[src/rtl/volt_cal_seq.sv]
// volt_cal_seq: snapshots CH_NUM signed AD samples and converts each, one channel at a time,
// into an ASCII sign and a packed-BCD voltage through one shared multiplier and double dabble.
module volt_cal_seq #(
    parameter int CH_NUM = 8,
    parameter int DATA_W = 16,
    parameter int FS_SCALE = 50000,
    parameter int BCD_DIGITS = 5,
    localparam int VOL_W = $clog2(FS_SCALE + 1),
    localparam int CH_W = (CH_NUM > 1) ? $clog2(CH_NUM) : 1
) (
    input  logic                       clk,
    input  logic                       rst_n,
    input  logic                       frame_valid,
    input  logic [CH_NUM*DATA_W-1:0]   ad_data,
    output logic                       busy,
    output logic                       out_valid,
    output logic [CH_W-1:0]            out_ch,
    output logic [7:0]                 out_sign,
    output logic [4*BCD_DIGITS-1:0]    out_bcd,
    output logic                       frame_done,
    output logic                       overrun
);
    localparam int PW = DATA_W + VOL_W;
    localparam int CW = $clog2(VOL_W + 1);
    localparam int BW = 4 * BCD_DIGITS;
    localparam logic [VOL_W-1:0] FS_V = VOL_W'(FS_SCALE);
    localparam logic [2:0] S_IDLE = 3'd0, S_ABS = 3'd1, S_MUL = 3'd2, S_SCALE = 3'd3,
                           S_BCD = 3'd4, S_OUT = 3'd5, S_DONE = 3'd6;

    if (FS_SCALE >= 10 ** BCD_DIGITS) begin : g_bcd_too_narrow
        $error("volt_cal_seq: FS_SCALE does not fit in BCD_DIGITS digits");
    end

    logic [2:0]               state;
    logic [CH_NUM*DATA_W-1:0] snap;
    logic [CH_W-1:0]          ch;
    logic [DATA_W-1:0]        s, mag;
    logic [7:0]               sgn;
    logic [PW-1:0]            prod;
    logic [VOL_W-1:0]         bin;
    logic [BW-1:0]            bcd, adj;
    logic [CW-1:0]            cnt;

    always_comb begin
        s = snap[ch*DATA_W +: DATA_W];
        adj = bcd;
        for (int i = 0; i < BCD_DIGITS; i++)
            adj[4*i +: 4] = (bcd[4*i +: 4] >= 4'd5) ? bcd[4*i +: 4] + 4'd3 : bcd[4*i +: 4];
    end

    // Status pulses are registered from the state, so they trail the state by one cycle.
    always_ff @(posedge clk or negedge rst_n) begin
        if (!rst_n) begin
            state <= S_IDLE;
            snap <= '0;
            ch <= '0;
            mag <= '0;
            sgn <= '0;
            prod <= '0;
            bin <= '0;
            bcd <= '0;
            cnt <= '0;
            busy <= 1'b0;
            out_valid <= 1'b0;
            out_ch <= '0;
            out_sign <= '0;
            out_bcd <= '0;
            frame_done <= 1'b0;
            overrun <= 1'b0;
        end else begin
            busy <= state != S_IDLE;
            overrun <= frame_valid && state != S_IDLE;
            out_valid <= state == S_OUT;
            frame_done <= state == S_DONE;
            case (state)
                S_IDLE: if (frame_valid) begin
                    snap <= ad_data;
                    ch <= '0;
                    state <= S_ABS;
                end
                S_ABS: begin
                    mag <= s[DATA_W-1] ? ~s + 1'b1 : s;
                    sgn <= s[DATA_W-1] ? 8'd45 : 8'd43;
                    state <= S_MUL;
                end
                S_MUL: begin
                    prod <= PW'(mag) * PW'(FS_V);
                    state <= S_SCALE;
                end
                S_SCALE: begin
                    bin <= prod[DATA_W-1 +: VOL_W];
                    bcd <= '0;
                    cnt <= '0;
                    state <= S_BCD;
                end
                S_BCD: begin
                    bcd <= {adj[BW-2:0], bin[VOL_W-1]};
                    bin <= bin << 1;
                    cnt <= cnt + 1'b1;
                    state <= (cnt == CW'(VOL_W - 1)) ? S_OUT : S_BCD;
                end
                S_OUT: begin
                    out_ch <= ch;
                    out_sign <= sgn;
                    out_bcd <= bcd;
                    ch <= (ch == CH_W'(CH_NUM - 1)) ? ch : ch + 1'b1;
                    state <= (ch == CH_W'(CH_NUM - 1)) ? S_DONE : S_ABS;
                end
                default: state <= S_IDLE;
            endcase
        end
    end
endmodule

[config.mk]
export PLATFORM = sky130hd
export DESIGN_NAME = volt_cal_seq
export DESIGN_NICKNAME = d
export VERILOG_FILES = /design/src/rtl/volt_cal_seq.sv
export SDC_FILE = /design/constraint.sdc
export NUM_CORES = 1
export LEC_CHECK = 0
export CORE_MARGIN = 4
export CORE_UTILIZATION = 51
export DETAILED_ROUTE_END_ITERATION = 10
export PLACE_DENSITY = 0.79
export SLEW_MARGIN = 5
export SYNTH_ARGS = -nofsm -noshare
export SYNTH_HDL_FRONTEND = slang
export SYNTH_SLANG_ARGS = --single-unit
[constraint.sdc]
create_clock -name clk -period 5.8 [get_ports clk]
set_clock_uncertainty 0.1 [all_clocks]
set_input_delay 1.16 -clock clk [delete_from_list [all_inputs] [get_ports clk]]
set_output_delay 1.16 -clock clk [all_outputs]
set_load 0.01 [all_outputs]
== After elaboration in Yosys (flattened, before gate mapping) ==
Index checks and enable logic that the tools add are counted.
W data, S select, Z words.

* Add/sub/neg operators: 8
* Multiply operators: 1
* Magnitude comparators: 5
* Equal/unequal tests: 10
* Shift operators: 1
* Muxes and demuxes: 17
* Bitwise gates (word level): 1
* Reductions and logical operators: 7

{| class="wikitable"
|+ Operators with widths
! operator !! count
|-
| $shiftx A128 B8 Y16 || 1
|-
| $pmux W20 S2 || 1
|-
| $pmux W16 S2 || 1
|-
| $mul A16 B12 Y27 const B || 1
|-
| $ge A4 B3 Y1 const B || 5
|-
| $mux W3 || 6
|-
| $pmux W3 S6 || 1
|-
| $add A16 B1 Y16 const B || 1
|-
| $add A4 B2 Y4 const B || 4
|-
| $mux W16 || 1
|-
| $mux W4 || 4
|-
| $not A16 Y16 || 1
|-
| $eq A3 B3 Y1 const B || 4
|-
| $pmux W5 S2 || 1
|-
| $eq A3 B2 Y1 const B || 2
|-
| $pmux W3 S2 || 1
|-
| $add A5 B1 Y5 const B || 1
|-
| $eq A5 B4 Y1 const B || 1
|-
| $ne A2 B2 Y1 const B || 2
|-
| $reduce_bool A2 Y1 || 2
|-
| $add A3 B1 Y3 const B || 1
|-
| $add A3 B2 Y3 const B || 1
|-
| $eq A3 B1 Y1 const B || 1
|-
| $logic_not A3 Y1 || 1
|-
| 5 further kinds || 5
|}

* Bits in registers: 261
* Input bits: 131
* Output and inout port bits: 35
* Logic and storage cells: 66

== Logic depth before layout (Yosys ltp) ==
Gate-level depths: netlist of the first run.

* Depth after elaboration: 4
* Mapped depth: 18
* Gate-level depth less buffers: 18

== Worst setup path after synthesis of the first run ==
OpenSTA, ideal clock, no wires.

* Path type: register -> register
* Start point: register mag[14]
* End point: register prod[29]
* Setup time: 0.095 ns
* Arrival: 4.619 ns
* Required time: 5.605 ns
* Setup slack: 0.985 ns
* Stages on the path, launching flop included: 18
* Buffers on the path: 0
* Period minus slack after synthesis: 4.815 ns
* Path through: dfrtp_1 -> ha_1 -> ha_1 -> inv_1 -> fa_1 -> inv_1 -> fa_1 -> inv_1 -> fa_1 -> inv_1 -> ha_1 -> a21o_1 -> a211o_1 -> a2111oi_2 -> nor3_2 -> o31a_1 -> o21a_1 -> o31ai_1

* Cells in the longest elaborated chain, start to end: 1

{| class="wikitable"
|+ Ends and longest elaborated chain
! what !! RTL line !! RTL
|-
| start: declaration || 37 || <nowiki>logic [DATA_W-1:0] s, mag;</nowiki>
|-
| start signal: assignment || 82 || <nowiki>mag <= s[DATA_W-1] ? ~s + 1'b1 : s;</nowiki>
|-
| $mul A16 B12 Y27 || 87 || <nowiki>prod <= PW'(mag) * PW'(FS_V);</nowiki>
|-
| end signal: assignment || 87 ||
|-
| end: declaration || 39 || <nowiki>logic [PW-1:0] prod;</nowiki>
|}

No other way between the ends.
A chain may end at the register's enable or synchronous reset.

== Worst setup path in the final report of the first run ==
Ends and elaborated chain as after synthesis.

==> results of run 1 <==
layer usage:
layer | vias up | GRT usage
met5 | - | 0
met4 | 0 | 0.03957
met3 | 41 | 0.04624
met1 | 4516 | 0.2605
li1 | 4399 | -
met2 | 183 | 0.3182
per-stage QoR:
stage / instances / worst slack (ns)
final: 1680 / 0.7254
after global routing: 1680 / 0.4391
after CTS: 1680 / 0.7043
after detailed placement: 1632 / 0.7163
after global placement: 1632 / 0.8130
after floorplan: 1171 / 0.9852
power breakdown:
part           leakage, nW  switching (W)  internal, W
clock                0.418       0.000664     0.000998
combinational         4.36        0.00111      0.00103
sequential            3.05       0.000136      0.00188
layout by cell type (no fill, tap or decap), types with 6 or more instances in the layout:
master / count
clkbuf_1: 9
nand3_1: 7
inv_1: 102
buf_4: 12
nand2_1: 96
clkbuf_8: 6
a21oi_1: 37
a21o_1: 9
nand2b_1: 9
dfrtp_1: 237
o21ai_0: 43
mux2_2: 150
a22oi_1: 15
nor2_1: 41
ha_1: 118
clkbuf_16: 26
clkdlybuf4s50_1: 161
mux2i_1: 10
nor3_1: 20
mux4_2: 34
o31ai_1: 8
xor2_1: 18
o22ai_1: 8
fa_1: 35
o21ai_1: 20
xnor2_1: 29
area by class of cell:
class                           instances  share of cell area
Tap cell                              341             0.02551
Multi-Input combinational cell        774              0.4362
Clock buffer                           41             0.04587
Clock inverter                          7            0.006285
Inverter                              102             0.02290
Sequential cell                       240              0.3594
Timing Repair Buffer                  175              0.1039
cell families after synthesis:
family,after synthesis
flops,240
mux,199
simple gates,197
compound gates,175
buf+inv,157
fa+ha+maj,153
xor+xnor,47
other cells,1
worst reg2reg max path: stages, from the launching register on:
cell and delay, ns:
dfrtp_1 0.46, ha_1 0.31, ha_1 0.31, inv_1 0.07
fa_1 0.53, inv_1 0.05, fa_1 0.49, inv_1 0.05
fa_1 0.53, inv_1 0.04, ha_1 0.35, a21o_1 0.18
a211o_1 0.32, a2111oi_2 0.38, nor3_2 0.14, o31a_1 0.31
o21a_1 0.18, o31ai_1 0.19
cell usage after synthesis, drive strengths merged, types with 3 or more instances:
cell type | number | area [um2]
nor2 | 42 | 157.7
a21o | 9 | 67.56
a211oi | 3 | 22.52
a31o | 4 | 35.03
o31ai | 8 | 60.06
mux4 | 36 | 818.3
nor3 | 23 | 130.1
xnor2 | 29 | 254.0
nand2 | 96 | 360.4
a21oi | 37 | 185.2
clkbuf | 23 | 86.33
inv | 102 | 382.9
and3 | 5 | 31.28
a32o | 5 | 50.05
nand3 | 7 | 35.03
xor2 | 18 | 157.7
mux2i | 13 | 167.7
o21ai | 63 | 315.3
o21a | 3 | 22.52
fa | 35 | 700.7
o22ai | 8 | 50.05
dfrtp | 240 | 6006
mux2 | 150 | 1689
nand2b | 9 | 56.30
a22o | 4 | 35.03
buf | 32 | 195.2
or3 | 3 | 18.77
nor2b | 3 | 18.77
ha | 118 | 1476
a22oi | 15 | 112.6
o32ai | 4 | 35.03
state kept, by name, summed over array words and instances, names as in the netlist, 3 cells and up:
signal / cells
bcd: 20
out_ch: 3
ch: 3
prod: 16
snap: 128
bin: 16
sgn: 3
cnt: 5
mag: 16
state: 3
out_sign: 3
out_bcd: 20
worst min path at each step:
stage / cells after the start / start / endpoint / slack [ns]
after floorplan: 1 / sgn[3] / sgn[3] / 0.33
after global placement: 1 / sgn[3] / sgn[3] / 0.35
after detailed placement: 2 / bin[6] / bin[6] / 0.37
after CTS: 2 / out_bcd[5] / out_bcd[5] / 0.38
after global routing: 2 / out_bcd[1] / out_bcd[1] / 0.40
final: 2 / out_bcd[5] / out_bcd[5] / 0.38
==> run metrics, run 1 <==
status finished clean; TritonCTS clock tree done; clock buffer depth 3; achievable clock frequency 0.1971 GHz; clk slew on worst S/H paths 0.06 ns; xor/xnor share of the synthesized area 0.02951; Wirelength per Cell 17.12 um; hold slack 0.3759 ns; Core ar. 0.02695 mm2; Synth Register Bits 240; Syn Inst Count 1169; TritonCTS buffer count 26; Residual DRC 0; CP endpoint prod[29]; sequential share of the synthesized area 0.4305; largest net degree at the start of global routing 120; cell area after layout 0.01672 mm2; dominant synthesized flop cell dfrtp_1; Die ar. 0.03006 mm2; Finished Core Util 0.6205; post-synth cell types 58; # Max-Cap Violations 0; Mean Syn Cell Area 11.93 um2; VDD IR max 0.2275 mV; CP cell instances ha_1 -> ha_1 -> inv_1 -> fa_1 -> inv_1 -> fa_1 -> inv_1 -> fa_1 -> inv_1 -> ha_1 -> a21o_1 -> a211o_1 -> a2111oi_2 -> nor3_2 -> o31a_1 -> o21a_1 -> o31ai_1; Slew headroom 0.3883; Power Density 348.3 mW/mm2; WP data arrival 5.41 ns; Syn Std Cell Area 0.01395 mm2; Overall Global Routing Usage 0.1920; ANT nets after route 0; CP Launch Point mag[14]; final setup TNS 0 ns; Post-synth EDFFs 0; final hold violations 0; reg2reg start mag[14]; Pleak 7.831 nW; initial antenna violation count 0; register area 0.006010 mm2; Port Buffers 162; area of the multi-input gates 0.007295 mm2; setup repair bufs after CTS 0; Worst Path Required 6.13 ns; GRT overflow 0; global-route wire length before repair 48440 um; RSZ-0062 raised after global routing no; CP max stage cell fa_1; placer's final routability congestion estimate 0.8775; drt pass-1 iters 5; clock tree sinks 240; largest family of logic cells by synthesized area multiplexers; R2R cell count 17; crit start category flop; DR vias 9139; r2r setup slk 0.73 ns; Levels on crit path 17; Tot Pwr 0.005824 W; worst slew pin tran 0.9175 ns; crit path buf inv count 4; maximum fanout along the worst path 6; Synth Area in Simple Gates 0.06467; nets 1603; slowest stage delay, CP 0.53 ns; Most common cell on crit path inv_1; reg2reg end prod[29]; Total Routed Length 28760 um; final setup violating endpoints 0; Rows 60; Period minus WS final 5.075 ns; ant diodes 0; CTS root buf clkbuf_16; Post-Synth Adder-Cell Area 0.1561; initial core utilization 0.5176; Die Ht 173.4 um; clk_lat worst skew 0.54 ns; Via density 5.440; Fillers 2093; Compound-Gate Fraction of Synth Area 0.07956; wl on met1 12750 um; WL met2 13740 um; Crit path max-delay family adder cells; Final HPWL DP 21410 um; post_cts resized 0; DR iter-0 viols 469; ys async rst share 1.000; Met3 Routed Length 1769 um; P&R area growth vs syn 19.88%; H-tree Lvls 1; mux cell area share after synthesis 0.1918; max layer used met4; share of cells above drive strength 1 0.1912; Top Ports 166; Die X 173.4 um; Placed Area 0.01585 mm2; Period Utilization, post-route 0.8749; Worst Hold Class reg -> reg; vias in the first global route 9631; Yosys warnings 0; CP Class reg -> reg; Max Slew Vio Count 0; hold-fix buffers at CTS 0; crit end category flop
Note: power is estimated with default switching activity, not from simulation.
==> run 2, diff against run 1 <==
--- a/config.mk
+++ b/config.mk
@@ -5,7 +5,7 @@
 export SDC_FILE = /design/constraint.sdc
 export NUM_CORES = 1
 export LEC_CHECK = 0
-export CORE_MARGIN = 4
+export CORE_MARGIN = 2
 export CORE_UTILIZATION = 51
 export DETAILED_ROUTE_END_ITERATION = 10
 export PLACE_DENSITY = 0.79
==> run 2 against run 1 <==
First-iteration DRC count down 14%. Critical endpoint unchanged. Global-route usage up 1.7 points. Clock power up 5%. Critical path type unchanged. Die area down 4.6%. Worst hold slack worse by 0.0042 ns. Highest routed layer unchanged. Clock-buffer cell count up 1. Sequential power about the same. Critical path depth unchanged. Register-to-register slack worse by 0.03 ns.
==> run metrics, run 2 (same netlist as run 1, synthesis figures left out) <==
crit start category flop; r2r setup slk 0.69 ns (-0.03 ns); TritonCTS clock tree done; sequential share of power 0.340 (-0.007); Slew headroom 0.3469 (-0.04140); hold-fix buffers at CTS 0 (unchanged); clk slew on worst S/H paths 0.06 ns (about the same); final hold violations 0 (unchanged); R2R cell count 17 (unchanged); Final HPWL DP 21560 um (+0.70%); CP Class reg -> reg; CP Launch Point mag[13]; TritonCTS buffer count 27 (+3.8%); Period Utilization, post-route 0.8807 (+0.005783); P&R area growth vs syn 20.22%; Port Buffers 162 (unchanged); Max Slew Vio Count 0 (unchanged); reg2reg end prod[29]; DR vias 9231 (+1.0%); slowest stage delay, CP 0.53 ns (about the same); final setup TNS 0 ns (unchanged); Wirelength per Cell 17.34 um (+1.3%); clock buffer depth 3 (unchanged); DR iter-0 viols 401 (-14%); logic gate share of total power 0.366 (-0.002); CTS root buf clkbuf_16; Worst Path Required 6.14 ns (about the same); H-tree Lvls 1 (unchanged); Total Routed Length 29090 um (+1.1%); CP cell instances ha_1 -> ha_1 -> inv_1 -> fa_1 -> inv_1 -> fa_1 -> inv_1 -> fa_1 -> inv_1 -> ha_1 -> a21o_1 -> a211o_1 -> a2111oi_2 -> nor3_2 -> o31a_1 -> o21a_1 -> o31ai_1; GRT overflow 0 (unchanged); drt pass-1 iters 5 (unchanged); ANT nets after route 0 (unchanged); Die ar. 0.02869 mm2 (-4.6%); status finished clean; top flop regs snap: 128 flops, bcd: 20 flops, out_bcd: 20 flops; nets 1602 (-0.062%); power share of the clock group 0.294 (+0.009); Largest register FFs 128 (unchanged); largest net degree at the start of global routing 133 (+11%); clk_lat worst skew 0.54 ns (about the same); Placed Area 0.01585 mm2 (about the same); Sw Share 0.3272 (-0.0005530); most frequent cells in the layout 237 x dfrtp_1, 161 x clkdlybuf4s50_1, 150 x mux2_2, 118 x ha_1, 102 x inv_1; final setup violating endpoints 0 (unchanged); area of the multi-input gates 0.007295 mm2 (unchanged); RSZ-0062 raised after global routing no; post_cts resized 0 (unchanged); # Max-Cap Violations 0 (unchanged); achievable clock frequency 0.1958 GHz (-0.66%); global-route wire length before repair 48950 um (+1.1%); register area 0.006010 mm2 (unchanged); Die X 169.4 um (-2.3%); cell area after layout 0.01677 mm2 (+0.28%); vias in the first global route 9841 (+2.2%); maximum fanout along the worst path 5 (-1); HP Start sgn[3]; Overall Global Routing Usage 0.2092 (+0.01721); crit end category flop; initial antenna violation count 0 (unchanged); Most common cell on crit path inv_1; Hold Path Sink sgn[3]; Via density 5.501 (+1.1%); Largest Register snap; Crit path max-delay family adder cells; Pleak 7.859 nW (+0.36%); VDD IR max 0.2540 mV (+12%); Core ar. 0.02688 mm2 (-0.28%); crit path buf inv count 4 (unchanged); Worst Hold Class reg -> reg; Die Ht 169.4 um (-2.3%); Top Ports 166 (unchanged); Residual DRC 0 (unchanged); placer's final routability congestion estimate 0.8815 (+0.46%); clock tree sinks 240 (unchanged); switching pwr 0.001940 W (+1.6%); reg2reg start mag[13]; share of cells above drive strength 1 0.1930 (+0.001782); CP max stage cell fa_1; setup repair bufs after CTS 0 (unchanged); commonest non-fill, non-tap cell in the layout dfrtp_1; Fillers 2090 (-0.14%); WP data arrival 5.45 ns (+0.04 ns); Min-Delay Path Depth 1 (-1); ant diodes 0 (unchanged); Rows 60 (unchanged); Period minus WS final 5.108 ns (+0.03354 ns); initial core utilization 0.5190 (+0.001446); Power Density 353.6 mW/mm2 (+1.5%); worst slew pin tran 0.9796 ns (+0.06210 ns); internal power 0.003989 W (+1.9%)
-- run 2: metrics by stage --
stage          worst slack (ns)  hold slack (ns)  total power [W]  std cells    util
3_5_place_dp             0.7069           0.3601         0.004216       1630  0.5897
6_report                 0.6918           0.3717         0.005929       1678  0.6240
5_1_grt                  0.4643           0.3911         0.006391       1678  0.6240
2_1_floorplan            0.9852           0.3305         0.003600       1171       -
3_3_place_gp             0.8100           0.3491         0.004139       1630  0.5897
4_1_cts                  0.6876           0.3777         0.005989       1678  0.6240
-- run 2: how the worst max path moves through the flow --
stage / to / slack, ns / cells after the start
after floorplan: prod[29] / 0.99 / 17
after global placement: prod[29] / 0.81 / 17
after detailed placement: prod[29] / 0.71 / 17
after CTS: prod[29] / 0.69 / 17
after global routing: prod[29] / 0.46 / 17
final: prod[29] / 0.69 / 17
-- run 2: layout make-up --
class	instances	area share
timing repair buffer	173	0.1034
clock inverter	6	0.005372
multi-input combinational	774	0.4350
sequential	240	0.3584
tap	341	0.02544
inverter	102	0.02283
clock buffer	42	0.04962
-- run 2: power groups by stage --
| stage | sequential [W] | clock, W | combinational (W) |
|---|---|---|---|
| 2_1_floorplan | 0.00203 | 0 | 0.00157 |
| 3_3_place_gp | 0.00203 | 0 | 0.00210 |
| 3_5_place_dp | 0.00205 | 0 | 0.00217 |
| 4_1_cts | 0.00202 | 0.00178 | 0.00219 |
| 5_1_grt | 0.00205 | 0.00185 | 0.00249 |
| 6_report | 0.00202 | 0.00174 | 0.00217 |
-- run 2: worst register-to-register path, cell delays in order, from the launching register on --
cell	delay, ns
dfrtp_1	0.44
ha_1	0.32
ha_1	0.31
inv_1	0.07
fa_1	0.53
inv_1	0.05
fa_1	0.50
inv_1	0.06
fa_1	0.53
inv_1	0.05
ha_1	0.35
a21o_1	0.18
a211o_1	0.31
a2111oi_2	0.39
nor3_2	0.15
o31a_1	0.32
o21a_1	0.18
o31ai_1	0.18
-- run 2: metal layers --
layer | GRT usage | vias up | share of wire
li1 | - | 4397 | -
met1 | 0.2637 | 4571 | 0.42
met2 | 0.3620 | 213 | 0.49
met3 | 0.05877 | 50 | 0.073
met4 | 0.04311 | 0 | 0.017
met5 | 0 | - | 0
